File: config.mk
export PLATFORM = sky130hd
export DESIGN_NAME = btn_das
export DESIGN_NICKNAME = d
export VERILOG_FILES = /design/src/rtl/btn_das.sv
export SDC_FILE = /design/constraint.sdc
export NUM_CORES = 1
export LEC_CHECK = 0
export BUFFER_PORTS_ARGS = -buffer_cell sky130_fd_sc_hd__buf_2
export CAP_MARGIN = 20
export CORE_AREA = 5 5 118 120
export CTS_CLUSTER_DIAMETER = 150
export CTS_CLUSTER_SIZE = 10
export DETAILED_ROUTE_END_ITERATION = 7
export DIE_AREA = 0 0 123 125
export PLACE_DENSITY = 0.61
export SLEW_MARGIN = 20
export SYNTH_ARGS = -nofsm -noshare
export SYNTH_HDL_FRONTEND = slang
export SYNTH_SLANG_ARGS = --single-unit
File: constraint.sdc
create_clock -name clk -period 8.59 [get_ports clk]
set_clock_uncertainty 0.05 [all_clocks]
set_input_delay 2.577 -clock clk [delete_from_list [all_inputs] [get_ports clk]]
set_output_delay 2.577 -clock clk [all_outputs]
set_load 0.01 [all_outputs]
File: src/rtl/btn_das.sv
// Per-button synchroniser, debouncer and action-pulse generator with DAS/ARR auto-repeat.
// Define BTN_DAS_REPEAT_EN to build auto-repeat; otherwise each physical press fires once.
module btn_das #(
    parameter int unsigned N_BTN        = 4,
    parameter int unsigned DEBOUNCE_CYC = 500000,
    parameter int unsigned DAS_CYC      = 8500000,
    parameter int unsigned ARR_CYC      = 2500000,
    parameter int unsigned CNT_W        = 24
) (
    input  logic             clk,
    input  logic             reset,
    input  logic [N_BTN-1:0] btn_in,
    input  logic             en,
    output logic [N_BTN-1:0] press,
    output logic [N_BTN-1:0] held,
    output logic             any_press
);
    localparam longint unsigned CNT_MAX = (64'd1 << CNT_W) - 64'd1;
    localparam logic [CNT_W-1:0] DB_LAST = CNT_W'(DEBOUNCE_CYC - 1);

    if (DEBOUNCE_CYC == 0 || 64'(DEBOUNCE_CYC) > CNT_MAX) begin : g_bad_debounce
        $error("btn_das: DEBOUNCE_CYC must be nonzero and fit in CNT_W bits");
    end
    if (DAS_CYC == 0 || 64'(DAS_CYC) > CNT_MAX) begin : g_bad_das
        $error("btn_das: DAS_CYC must be nonzero and fit in CNT_W bits");
    end
    if (ARR_CYC == 0 || 64'(ARR_CYC) > CNT_MAX) begin : g_bad_arr
        $error("btn_das: ARR_CYC must be nonzero and fit in CNT_W bits");
    end

`ifdef BTN_DAS_REPEAT_EN
    localparam logic [CNT_W-1:0] DAS_LAST = CNT_W'(DAS_CYC - 1);
    localparam logic [CNT_W-1:0] ARR_LAST = CNT_W'(ARR_CYC - 1);
    typedef enum logic [1:0] {StIdle, StDelay, StRepeat, StLocked} state_e;
`else
    typedef enum logic [0:0] {StIdle, StLocked} state_e;
`endif

    logic [N_BTN-1:0] fire;

    for (genvar i = 0; i < N_BTN; i++) begin : g_btn
        logic [1:0]       sync_q;
        logic [CNT_W-1:0] db_cnt;
        logic             held_q;
        logic             press_q;
        logic             fire_b;
        state_e           state;
`ifdef BTN_DAS_REPEAT_EN
        logic [CNT_W-1:0] rc;
`endif

        // Debounce: held toggles only after DEBOUNCE_CYC consecutive mismatching cycles.
        always_ff @(posedge clk or posedge reset) begin
            if (reset) begin
                sync_q <= 2'b00;
                db_cnt <= '0;
                held_q <= 1'b0;
            end else begin
                sync_q <= {sync_q[0], btn_in[i]};
                if (sync_q[1] == held_q) begin
                    db_cnt <= '0;
                end else if (db_cnt == DB_LAST) begin
                    db_cnt <= '0;
                    held_q <= ~held_q;
                end else begin
                    db_cnt <= db_cnt + 1'b1;
                end
            end
        end

        // Release and en=0 suppress any pulse, so both gate every firing condition.
        always_comb begin
            fire_b = 1'b0;
            if (held_q && en) begin
                unique case (state)
                    StIdle:   fire_b = 1'b1;
`ifdef BTN_DAS_REPEAT_EN
                    StDelay:  fire_b = (rc == DAS_LAST);
                    StRepeat: fire_b = (rc == ARR_LAST);
`endif
                    default:  fire_b = 1'b0;
                endcase
            end
        end

        always_ff @(posedge clk or posedge reset) begin
            if (reset) begin
                state   <= StIdle;
                press_q <= 1'b0;
`ifdef BTN_DAS_REPEAT_EN
                rc      <= '0;
`endif
            end else begin
                press_q <= fire_b;
                if (!held_q) begin
                    state <= StIdle;
                end else begin
                    unique case (state)
                        StIdle: begin
`ifdef BTN_DAS_REPEAT_EN
                            state <= en ? StDelay : StLocked;
                            rc    <= '0;
`else
                            state <= StLocked;
`endif
                        end
`ifdef BTN_DAS_REPEAT_EN
                        StDelay: begin
                            if (!en) begin
                                state <= StLocked;
                            end else if (rc == DAS_LAST) begin
                                state <= StRepeat;
                                rc    <= '0;
                            end else begin
                                rc <= rc + 1'b1;
                            end
                        end
                        StRepeat: begin
                            if (!en) begin
                                state <= StLocked;
                            end else if (rc == ARR_LAST) begin
                                rc <= '0;
                            end else begin
                                rc <= rc + 1'b1;
                            end
                        end
`endif
                        default: ;
                    endcase
                end
            end
        end

        assign held[i]  = held_q;
        assign press[i] = press_q;
        assign fire[i]  = fire_b;
    end

    always_ff @(posedge clk or posedge reset) begin
        if (reset) begin
            any_press <= 1'b0;
        end else begin
            any_press <= |fire;
        end
    end
endmodule

# After elaboration in Yosys (flattened, before gate mapping)
# Index checks and enable logic that the tools add are counted.
[classes] mux=20 n_eq_ne=8 n_addsub=4 n_reduce_logical=9 bitwise_logic=8
[op_table] op="24-bit 2-to-1 mux" n=8
[op_table] op="24-bit by 1-bit adder with 24-bit output (second input constant)" n=4
[op_table] op="24-bit by 19-bit equality test with 1-bit output (second input constant)" n=4
[op_table] op="1-bit 2-to-1 mux" n=12
[op_table] op="1-bit inverter" n=8
[op_table] op="2-bit AND reduction" n=4
[op_table] op="1-bit equality test" n=4
[op_table] op="1-bit logical AND" n=4
[op_table] op="4-bit OR reduction" n=1
[totals] ff_bits=117 out_inout_bits=9

# Longest topological paths before layout
[depth] word_depth=3 mapped_depth=6 depth_no_buf=5

# Worst setup path after synthesis
# Ideal clock, no wire load.
[synth_path] kind="input-to-reg" from="in en" to="reg any_press" setup_time_ns=0.139 slack_ns=5.251 t_arrival_ns=3.150 cell_stages=3 n_path_buf=0 path_cell_list="nand2_1 -> nor2_1 -> or4_1"
[synth_via] elab_chain_len=3 word_cells_on_any_way=9 classes_between="mux (4); reduce/logical (5)"
[synth_lines] item="start: declaration" line="13" rtl="input logic en,"
[synth_lines] item="1-bit logical AND" line="74" rtl="if (held_q && en) begin"
[synth_lines] item="1-bit 2-to-1 mux" line="74"
[synth_lines] item="named net g_btn[2].fire_b" line="46" rtl="logic fire_b;"
[synth_lines] item="4-bit OR reduction" line="143" rtl="any_press <= |fire;"
[synth_lines] item="end signal: assignment" line="143"
[synth_lines] item="end: declaration" line="16" rtl="output logic any_press"
# The timed path passes the listed nets, and every way through them passes these cells.
# A chain may end at the register's enable or synchronous reset.

# Worst setup path in the final report
[layout_path] from="reg g_btn[1].held_q" to="out held[1]"
[layout_rtl] item="start: declaration" line="44" rtl="logic held_q;"
[layout_rtl] item="start signal: assignment" line="64" rtl="held_q <= ~held_q;"
[layout_rtl] item="end: declaration" line="15" rtl="output logic [N_BTN-1:0] held,"
# No word-level cell between the ends.

==> results.md <==
- Seq/Total Area, Yosys: 52.62%
- Worst Hold Depth: 0
- Worst min-delay path startpoint: g_btn[2].sync_q[0]$_DFF_PP0_
- Max-slew violations: 0
- Clock buffer depth: 2
- Min Hold Slack: 302.4 ps
- Top_reg_cell synth: dfrtp_1
- Synth Area per Inst: 9.848 sq um
- Rows: 42
- M3 GR Usage: 5.194%
- Synthesized cell area: 0.005564 sq mm
- Die X-Extent: 123 microns
- Worst setup path class: flop to output port
- Core outline area: 0.01287 sq mm
- Maxcap violations: 0
- Sink Count: 117
- Global-route wire length before repair: 19.06 mm
- Synthesis-stage register bit count: 117
- Starting DRC count in detailed routing: 311
- M1 GR Usage: 19.43%
- Clock share of power: 56.4%
- Worst r2r path cells: 6
- Seq pwr share: 41.3%
- Final setup TNS: 0 ps
- Per-cell routed wire length: 14.35 microns
- TritonRoute pass-1 iters: 4
- Final setup fails: 0
- Inst Count DP: 735
- CTS tree: yes
- Power per cell area: 212.9 mW/mm^2
- FF-to-FF End: g_btn[2].db_cnt[13]$_DFF_PP0_
- Post-layout power: 1.369 mW
- Commonest non-fill, non-tap cell in the layout: dfrtp_1
- Fill cell count: 1,150
- Most frequent cells in the layout: dfrtp_1, nor2_1, nand4_1, nand3_1
- Peak per-stage delay on the critical path: 480 ps
- Initial Utilization: 43.22%
- Slew of the pin with the lowest slew margin: 783.9 ps
- Io pins: 16
- Post-cts sizing count: 0
- Logic pwr share: 2.3%
- CP endpoint kind: output port
- CTS Hold Bufs: 0
- Chip height: 125 microns
- Synth-to-Final Area Change: 15.61%
- Worst path cell trace: buf_2
- Final GP Congestion: 0.8254
- GRT overflow: 0
- P_int: 1.101 mW
- F_max: 0.2696 GHz
- R2r setup slk: 6290 ps
- Worst hold endpoint: g_btn[2].sync_q[1]$_DFF_PP0_
- Final Cycle Share: 43.17%
- Total GRT Usage: 15.38%
- Final-report hold violation count: 0
- Peak supply drop: 0.1328 mV
- DR DRC count: 0
- FF-to-FF Start: g_btn[2].db_cnt[0]$_DFF_PP0_
- CP Max Fanout: 5
- Placed inst area: 0.005781 sq mm
- Die area: 0.01538 sq mm
- Met2 usage: 24.32%
- Arrival time at the worst endpoint: 1080 ps
- CTS Buf Count: 17
- # nets final: 589
- Total Wirelength: 11.02 mm
- Initial antenna violation count: 1
- Sw frac: 19.56%
- Post-route antenna net violation count: 0
- YS warnings: 0
- Detailed-route vias per instance: 5.435
- Port Buf Inserts: 15
- Worst setup SP type: flop
- Final HPWL DP: 7.268 mm
- Run status: complete, no violations
- Finished Cell Area: 0.006432 sq mm
- Maximum number of pins on one net before global-route repair: 60
- Crit path time final: 3709 ps
- Fraction of layout cells with a size suffix above 1: 10.83%
- Via count: 4,174
- Synth unique cells: 36
- HP Class: flop to flop
- Switching pwr: 0.2679 mW
- Latest clock arrival within the worst-skew pair: 410 ps
- RSZ-0062 raised after global routing: no
- Number of synthesized flops with an enable pin: 0
- Worst slew margin: 47.42%
- Leakage Power: 2.644 nW
- Asr flop ratio synth: 100.0%
- Largest delay share family, worst path: flip-flops
- Syn_nets: 576
- CP Buf/Inv Count: 1
- Gate Count Post-Synth: 565
- Clock-pin slew on the worst setup and hold paths: 50 ps
- Worst path required time: 5960 ps
- Finished Layout Cells: 768
- Root buffer cell: clkbuf_16
- CP max stage cell: dfrtp_1
- Most used routing layer: met2
- Postcts setup bufs: 0
- Vias in the first global route: 4,132
- H-tree depth: 4
-- synthesized netlist by cell type, types with 2 or more instances --
library cell | number | share of area, %
dfrtp_1 | 117 | 53
nor2_1 | 73 | 4.9
nand4_1 | 35 | 3.9
nand3_1 | 33 | 3.0
a21oi_1 | 32 | 2.9
nand2_1 | 32 | 2.2
xnor2_1 | 30 | 4.7
xor2_1 | 27 | 4.3
o21ai_0 | 26 | 2.3
or3_1 | 25 | 2.8
nor3_1 | 15 | 1.3
inv_1 | 14 | 0.94
clkbuf_1 | 13 | 0.88
nor4_1 | 12 | 1.3
or4_1 | 12 | 1.6
and3_1 | 10 | 1.1
and4_1 | 9 | 1.4
o31ai_1 | 9 | 1.2
buf_4 | 8 | 1.1
nor4b_1 | 7 | 1.1
buf_2 | 4 | 0.36
ha_1 | 4 | 0.90
mux2_2 | 4 | 0.81
o21ba_2 | 2 | 0.36
-- registers in the layout, summed over array words and instances (netlist names) --
register	flops
g_btn.db_cnt	96
g_btn.sync_q	8
g_btn.held_q	4
g_btn.press_q	4
g_btn.state	4
any_press	1
-- per-layer routing --
metal / vias up / share of wire (%)
met1: 2045 / 46
met3: 12 / 3.6
li1: 2052 / -
met5: - / 0
met2: 65 / 49
met4: 0 / 1.8
-- worst max-delay path by stage --
| stage | from | endpoint | depth (start not counted) |
|---|---|---|---|
| 2_1_floorplan | reset | any_press$_DFF_PP0_ | 1 |
| 3_3_place_gp | reset | g_btn[3].db_cnt[19]$_DFF_PP0_ | 3 |
| 3_5_place_dp | reset | g_btn[3].db_cnt[23]$_DFF_PP0_ | 3 |
| 4_1_cts | g_btn[1].held_q$_DFFE_PP0P_ | held[1] | 1 |
| 5_1_grt | reset | g_btn[0].db_cnt[22]$_DFF_PP0_ | 3 |
| 6_report | g_btn[1].held_q$_DFFE_PP0P_ | held[1] | 1 |
-- power groups by stage --
stage	clock network, mW	logic (mW)	registers, mW
2_1_floorplan	0	0.0222	0.573
3_3_place_gp	0	0.0315	0.574
3_5_place_dp	0	0.0323	0.575
4_1_cts	0.791	0.0325	0.565
5_1_grt	0.818	0.0372	0.566
6_report	0.773	0.0310	0.565
-- per-stage QoR --
step / setup slack, ps / util, %
2_1_floorplan: 2862 / -
3_3_place_gp: 4510 / 44.90
3_5_place_dp: 4491 / 44.90
4_1_cts: 4868 / 49.94
5_1_grt: 4732 / 49.96
6_report: 4881 / 49.96
-- final cells by class --
| type | instances | area, sq um | share of cell area (%) |
|---|---|---|---|
| antenna | 1 | 2.502 | 0.03890 |
| tap | 176 | 220.2 | 3.423 |
| sequential | 117 | 2928 | 45.52 |
| clock inverter | 10 | 175.2 | 2.723 |
| inverter | 14 | 55.05 | 0.8559 |
| clock buffer | 22 | 474.2 | 7.372 |
| timing repair buffer | 20 | 112.6 | 1.751 |
| multi-input combinational | 408 | 2465 | 38.32 |
-- cells by family (layout without fill, tap and decap cells) --
group	Yosys count	count (layout)	synth area share, %
AOI/OAI and AO/OA	73	73	7.376
xor gates and xnor gates	57	57	8.972
adders and majority gates	4	4	0.8995
buffers and inverters	40	66	3.351
DFF	117	117	52.62
muxes	4	4	0.8095
other	0	1	0
and+or+nand+nor	270	270	25.97
Power figures use the tool's default switching activity.
